<file path="config.mk">
export PLATFORM = sky130hd
export DESIGN_NAME = uss_scan_ctrl
export DESIGN_NICKNAME = d
export VERILOG_FILES = /design/src/rtl/uss_pkg.sv /design/src/rtl/uss_img_buf.sv /design/src/rtl/uss_scan_ctrl.sv
export SDC_FILE = /design/constraint.sdc
export NUM_CORES = 1
export LEC_CHECK = 0
export ABC_AREA = 1
export BUFFER_PORTS_ARGS = -buffer_cell sky130_fd_sc_hd__clkbuf_2
export CORE_MARGIN = 2
export CORE_UTILIZATION = 35
export CTS_CLUSTER_SIZE = 40
export DETAILED_ROUTE_END_ITERATION = 8
export PLACE_DENSITY = 0.51
export SLEW_MARGIN = 25
export SYNTH_ARGS = -nofsm -noshare
export SYNTH_HDL_FRONTEND = slang
export SYNTH_SLANG_ARGS = --single-unit
</file>
<file path="constraint.sdc">
create_clock -name clk -period 2.66 [get_ports clk]
set_input_delay 0.266 -clock clk [delete_from_list [all_inputs] [get_ports clk]]
set_output_delay 0.266 -clock clk [all_outputs]
set_load 0.005 [all_outputs]
</file>
<file path="src/rtl/uss_pkg.sv">
// Shared constants and FSM state type for the USS scan controller.
package uss_pkg;

  localparam int IMG_DIM = 8;
  localparam int PIX_W   = 3;
  localparam int COORD_W = 3;
  localparam int ADDR_W  = 6;

  typedef enum logic [1:0] {
    IDLE = 2'd0,
    LOAD = 2'd1,
    SCAN = 2'd2
  } state_e;

endpackage

</file>
<file path="src/rtl/uss_img_buf.sv">
// 64-entry frame buffer: one synchronous write port, one registered read port.
module uss_img_buf
  import uss_pkg::*;
#(
  parameter int DATA_W = 3
) (
  input  logic              clk,
  input  logic              rst,
  input  logic              we,
  input  logic [ADDR_W-1:0] waddr,
  input  logic [DATA_W-1:0] wdata,
  input  logic              re,
  input  logic [ADDR_W-1:0] raddr,
  output logic [DATA_W-1:0] rdata
);

  logic [DATA_W-1:0] mem_q [2**ADDR_W];
  logic [DATA_W-1:0] rdata_q;

  // Storage cells carry no reset; only the read register is cleared.
  always_ff @(posedge clk) begin
    if (we) begin
      mem_q[waddr] <= wdata;
    end
  end

  always_ff @(posedge clk or posedge rst) begin
    if (rst) begin
      rdata_q <= '0;
    end else if (re) begin
      rdata_q <= mem_q[raddr];
    end
  end

  assign rdata = rdata_q;

endmodule

</file>
<file path="src/rtl/uss_scan_ctrl.sv">
// Loads one raster frame, then sweeps every centre position to USS with hold backpressure.
module uss_scan_ctrl #(
  parameter int IMG_DIM = uss_pkg::IMG_DIM,
  parameter int PIX_W   = uss_pkg::PIX_W
) (
  input  logic             clk,
  input  logic             rst,
  input  logic             in_valid,
  input  logic [PIX_W-1:0] pix_in,
  input  logic             hold,
  output logic             in_ready,
  output logic             out_valid,
  output logic [PIX_W-1:0] X_in,
  output logic [2:0]       X_c,
  output logic [2:0]       Y_c,
  output logic             done
);
  import uss_pkg::*;

  localparam logic [ADDR_W-1:0] LAST_ADDR = ADDR_W'(IMG_DIM * IMG_DIM - 1);

  state_e             state_q;
  logic [ADDR_W-1:0]  wr_cnt_q;
  logic [ADDR_W-1:0]  rd_cnt_q;
  logic               in_ready_q;
  logic               out_valid_q;
  logic               done_q;
  logic [COORD_W-1:0] xc_q;
  logic [COORD_W-1:0] yc_q;

  logic               wr_en;
  logic [ADDR_W-1:0]  wr_addr;
  logic               rd_en;

  // wr_cnt wraps to 0 after the last pixel, but IDLE pins the address anyway.
  assign wr_en   = in_valid && (state_q != SCAN);
  assign wr_addr = (state_q == IDLE) ? '0 : wr_cnt_q;
  assign rd_en   = (state_q == SCAN) && !hold;

  uss_img_buf #(
    .DATA_W (PIX_W)
  ) u_buf (
    .clk   (clk),
    .rst   (rst),
    .we    (wr_en),
    .waddr (wr_addr),
    .wdata (pix_in),
    .re    (rd_en),
    .raddr (rd_cnt_q),
    .rdata (X_in)
  );

  always_ff @(posedge clk or posedge rst) begin
    if (rst) begin
      state_q     <= IDLE;
      wr_cnt_q    <= '0;
      rd_cnt_q    <= '0;
      in_ready_q  <= 1'b1;
      out_valid_q <= 1'b0;
      done_q      <= 1'b0;
      xc_q        <= '0;
      yc_q        <= '0;
    end else begin
      out_valid_q <= 1'b0;
      done_q      <= 1'b0;
      unique case (state_q)
        IDLE: begin
          if (in_valid) begin
            wr_cnt_q <= ADDR_W'(1);
            state_q  <= LOAD;
          end
        end
        LOAD: begin
          if (in_valid) begin
            wr_cnt_q <= wr_cnt_q + ADDR_W'(1);
            if (wr_cnt_q == LAST_ADDR) begin
              state_q    <= SCAN;
              rd_cnt_q   <= '0;
              in_ready_q <= 1'b0;
            end
          end
        end
        SCAN: begin
          // Under hold the coordinate registers simply keep their last value.
          if (!hold) begin
            xc_q        <= rd_cnt_q[COORD_W-1:0];
            yc_q        <= rd_cnt_q[ADDR_W-1:COORD_W];
            out_valid_q <= 1'b1;
            rd_cnt_q    <= rd_cnt_q + ADDR_W'(1);
            if (rd_cnt_q == LAST_ADDR) begin
              done_q     <= 1'b1;
              state_q    <= IDLE;
              in_ready_q <= 1'b1;
            end
          end
        end
        default: state_q <= IDLE;
      endcase
    end
  end

  assign in_ready  = in_ready_q;
  assign out_valid = out_valid_q;
  assign done      = done_q;
  assign X_c       = xc_q;
  assign Y_c       = yc_q;

endmodule

</file>
== Word level (Yosys, flattened, before mapping) ==
Memories as Yosys holds them, arrays and structs flattened. A register that Yosys moved wholly into a read port is not among the register bits.
Cells that the tools add are included.

* Reduce and logical (&&, ||, !) cells: 11
* Bitwise logic cells: 1
* Equality and inequality tests: 10
* Add/subtract/negate cells: 2
* Mux-type cells: 26

{| class="wikitable"
|+ Operator list
! operator !! count
|-
| 2-to-1 mux 6 bit || 6
|-
| one-hot mux 6 bit (2 select lines) || 2
|-
| adder 6 x 1 -> 6 bit, second input constant || 2
|-
| == test 6 bit, second input constant || 2
|-
| 2-to-1 mux 1 bit || 11
|-
| 2-to-1 mux 2 bit || 5
|-
| inequality test 2 bit, second input constant || 5
|-
| AND reduction 5 bit || 2
|-
| one-hot mux 2 bit (3 select lines) || 1
|-
| AND reduction 4 bit || 1
|-
| nonzero test 2 bit || 2
|-
| AND reduction 3 bit || 1
|-
| == test 2 x 1 -> 1 bit, second input constant || 1
|-
| == test 2 bit, second input constant || 1
|-
| logical AND 1 bit || 2
|-
| logical NOT 2 bit || 1
|-
| inequality test 2 x 1 -> 1 bit, second input constant || 1
|-
| one-hot mux 1 bit (2 select lines) || 1
|-
| AND reduction 2 bit || 1
|-
| logical NOT 1 bit || 1
|-
| inverter 1 bit || 1
|}

* Word-level logic and storage cells: 59
* Memory bits (writable): 192
* Output and inout bits: 12
* Memories kept: 1
* Register bits: 23
* Input bits: 7

{| class="wikitable"
|+ Memory list
! memory !! words !! width !! rd ports !! clocked after Yosys merged registers in !! wr ports !! RTL line !! text
|-
| u_buf.mem_q || 64 || 3 || 1 || 1 || 1 || uss_img_buf.sv:17 || <nowiki>logic [DATA_W-1:0] mem_q [2**ADDR_W];</nowiki>
|}

== Longest topological paths before layout ==
* Depth in word-level cells: 4
* Depth in mapped cells: 14
* Mapped depth without buffers: 12

== Cells and area by module ==
Synthesis repeated with hierarchy kept, for this count alone.

* Cell total of the unflattened synthesis: 888
* Area total of the unflattened synthesis: 9,417.8 sq um

{| class="wikitable"
|+ Modules (own cells, without submodules)
! module !! seq. area each (sq um) !! cells each !! area each (sq um) !! instances
|-
| uss_img_buf || 5,840.6 || 733 || 8,212.9 || 1
|-
| uss_scan_ctrl || 576.8 || 155 || 1,204.9 || 1
|}

== Worst setup path before layout ==
Ideal clock, no wire load.

* Path type: register -> register
* Start point: register state_q[1]
* End point: memory u_buf.mem_q[17][0], enable pin
* Arrival: 1,308 ps
* Clock period less this slack: 1,628 ps
* Required time: 2,339 ps
* Setup time: 321 ps
* Stages on the path, launching flop included: 6
* Buffers on the path: 0
* Setup slack: 1,032 ps
* Cells stage by stage: dfrtp_1 nand2_1 inv_1 nor2_2 nand4_1 nor2_1

* Cells in the longest elaborated chain, start to end: 4
* Elaborated cells between the ends (all ways): 6
* Classes of those cells: eq/ne: 1; mux: 3; reduce/logical: 2

{| class="wikitable"
|+ Ends and longest elaborated chain
! what !! RTL line !! text
|-
| from (decl) || uss_scan_ctrl.sv:22 || <nowiki>state_e state_q;</nowiki>
|-
| from (signal assigned) || uss_scan_ctrl.sv:55 || <nowiki>state_q <= IDLE;</nowiki>
|-
| from (signal assigned) || uss_scan_ctrl.sv:70 || <nowiki>state_q <= LOAD;</nowiki>
|-
| from (signal assigned) || uss_scan_ctrl.sv:77 || <nowiki>state_q <= SCAN;</nowiki>
|-
| inequality test 2 bit || uss_scan_ctrl.sv:36 || <nowiki>assign wr_en = in_valid && (state_q != SCAN);</nowiki>
|-
| logical AND 1 bit || uss_scan_ctrl.sv:36 ||
|-
| 2-to-1 mux 1 bit || uss_img_buf.sv:22 || <nowiki>if (we) begin</nowiki>
|-
| 2-to-1 mux 1 bit (implied by the code) || uss_img_buf.sv:23 || <nowiki>mem_q[waddr] <= wdata;</nowiki>
|-
| to (decl) || uss_img_buf.sv:17 ||
|}

Parallel ways exist; a longest one is shown, timed or not.

==> results.json <==
{
  "status": "finished, final reports clean",
  "vdd_drop_max_uv": 467,
  "grt_pass1_wl_um": 35700,
  "slew_headroom_pct": 50.3,
  "tns_ps": 0,
  "period_minus_slack_ps": 2060,
  "synthCells": 846,
  "utilization_pct": 40.6,
  "drive_above_1_share_pct": 11.6,
  "die_h_um": 167,
  "antenna_found_initial": 0,
  "rows": 59,
  "die_w_um": 167,
  "arrival_ps": 2510,
  "num_antenna_cells": 0,
  "clk_path_buf_depth": 3,
  "crit_fanout": 53,
  "p_leak_nw": 3.85,
  "clockPowerShare_pct": 29.8,
  "gp_congestion": 0.847,
  "vias": 6177,
  "ys_ff_latch": 218,
  "synth.distinct_cells": 33,
  "rsz0062_at_grt": "false",
  "hold_ws_ps": 124,
  "drt_pass1_iterations": 5,
  "cts_setup_buffers": 0,
  "cts_htree_levels": 1,
  "hp-class": "in2reg",
  "finClkSkew_ps": 7.35,
  "grt_pass1_vias": 6222,
  "power_w": 0.0103,
  "dp_hpwl_um": 13700,
  "clock-sinks": 218,
  "period_share_pct": 77.4,
  "powerDensity_nw_per_um2": 976,
  "synth.yosys.seq_area_share_pct": 69.3,
  "tritoncts": "built",
  "slew_viol_final": 0,
  "grt_usage_pct": 16.6,
  "fp.dieArea_um2": 27800,
  "critPathRequiredTime_ps": 3110,
  "critical-path-slowest-cell": "inv_4",
  "routed_wl_um": 22700,
  "tightest_slew_ps": 745,
  "power_switching_w": 0.00361,
  "crit_chain": "inv_4 -> buf_4 -> nand2_1 -> nand3_1 -> nand3_1 -> nand3_1 -> nand2_1 -> nand2_1 -> nand3_1 -> nand2_1 -> nand2_1 -> nand2_1",
  "maxCapViolCount": 0,
  "io_buffer_count": 18,
  "syn_area_um2": 9250,
  "synth_nets": 855,
  "cts_inserted_buffers": 24,
  "cp_common_cell": "nand2_1",
  "cts-root-buf": "clkbuf_16",
  "grt_overflow_total": 0,
  "setup_viol": 0,
  "power_frac_comb_pct": 31.0,
  "cp-start-kind": "flip-flop",
  "path_clk_slew_ps": 60,
  "fin_nets": 890,
  "ys.warnings.count": 0,
  "grt_max_degree": 99,
  "clk_latency_ps": 510,
  "swShare_pct": 35.1,
  "power_frac_seq_pct": 39.2,
  "crit_path_max_incr_delay_ps": 470,
  "endpoint_kind": "flip-flop",
  "initial_core_util_pct": 35.6,
  "vias_per_cell": 5.02,
  "design.core.area_um2": 26000,
  "ios": 19,
  "ant_nets": 0,
  "crit_type": "reg2reg",
  "wl_per_cell_um": 18.5,
  "drtIter0Drc": 551,
  "p_int_w": 0.00669,
  "max_freq_mhz": 486,
  "finalHoldViolCount": 0,
  "drc": 0,
  "area_growth_pct": 14.0,
  "synth.avg_cell_area_um2": 10.9
}
==> routing by layer <==
layer / routed length, um / share of wire, % / GRT usage [%]
met1: 10200 / 45 / 22.8
met2: 11100 / 49 / 28.2
met3: 919 / 4.0 / 1.95
met4: 434 / 1.9 / 3.90
met5: 0 / 0 / 0
==> cells by family (layout without fill, tap and decap cells) <==
family	count (synthesis)	after routing	share of synthesized area, %
flops	218	218	69.3
simple gates	536	536	25.4
buf+inv	64	114	3.37
fa+ha+maj	2	2	0.270
compound gates	25	25	1.51
xor+xnor	1	1	0.0947
==> power groups by stage <==
stage               sequential (W)  clock, W  combinational [W]
finish                     0.00404   0.00307            0.00319
global route               0.00406   0.00325            0.00359
CTS                        0.00404   0.00313            0.00323
detailed placement         0.00411         0            0.00322
global placement           0.00410         0            0.00321
floorplan                  0.00406         0            0.00216
==> cell usage after synthesis, drive strengths merged <==
cell type / n / share of area (%)
dfstp: 1 / 0.28
edfxtp: 192 / 62
nor2: 84 / 3.8
nand4: 7 / 0.47
o211ai: 2 / 0.16
nand2: 253 / 11
xor2: 1 / 0.095
inv: 23 / 0.96
clkinv: 1 / 0.041
a21oi: 5 / 0.31
clkbuf: 10 / 0.41
nor3: 8 / 0.61
o21a: 1 / 0.081
o22ai: 2 / 0.14
nor3b: 2 / 0.16
dfrtp: 25 / 6.8
a31oi: 1 / 0.068
o21ai: 14 / 0.76
buf: 30 / 2.0
nand3: 182 / 9.8
ha: 2 / 0.27
==> layout make-up <==
type	instances	area, um^2
Fill cell	2543	15400
Sequential cell	218	6420
Multi-Input combinational cell	564	2520
Clock buffer	31	648
Tap cell	335	419
Timing Repair Buffer	49	378
Inverter	24	92.6
Clock inverter	10	71.3
==> repair_timing <==
item / CTS / global route
endpoints found under the setup margin: 0 / 0
gates resized for setup: 0 / 0
endpoints found under the hold margin: 26 / 0
hold buffers: 2 / 0
==> through the flow <==
step	instance area [um^2]	setup WS (ps)	std cells
global placement	9810	561	1187
detailed placement	9810	611	1188
finish	10600	602	1231
CTS	10600	596	1231
floorplan	9250	1030	846
global route	10600	403	1231
==> state kept, by name (all words and copies together), names as in the netlist <==
| name | flops |
|---|---|
| u_buf.mem_q | 192 |
| state_q | 2 |
| rd_cnt_q | 6 |
| in_ready | 1 |
| done | 1 |
| Y_c | 3 |
| wr_cnt_q | 6 |
| u_buf.rdata | 3 |
| out_valid | 1 |
| X_c | 3 |
==> cells in the final DEF, fill, tap and decap left out, drive strengths merged, types with 5 or more instances in the layout <==
master / n
a21oi: 5
o21ai: 14
clkinv: 9
clkbuf: 49
dfrtp: 25
nor2: 84
nand3: 182
nand2: 253
edfxtp: 192
buf: 29
nor3: 8
inv: 23
nand4: 7
==> path summary, 6_finish.rpt <==
path                             start        endpoint  slack, ps  cells after the start
max                        rd_cnt_q[0]  u_buf.rdata[0]        600                     12
min                           in_valid      state_q[0]        120                      3
max reg2reg                rd_cnt_q[0]  u_buf.rdata[0]        600                     12
min reg2reg                     X_c[1]          X_c[1]        480                      2
max in group asynchronous          rst        in_ready       2010                      4
min in group asynchronous          rst       out_valid        340                      4
==> critical path: cells and delay by family, from the launching register on <==
family,cells,cell delay (ps)
flops,1,440
buf+inv,2,750
simple gates,10,790
Power figures use the tool's default switching activity.
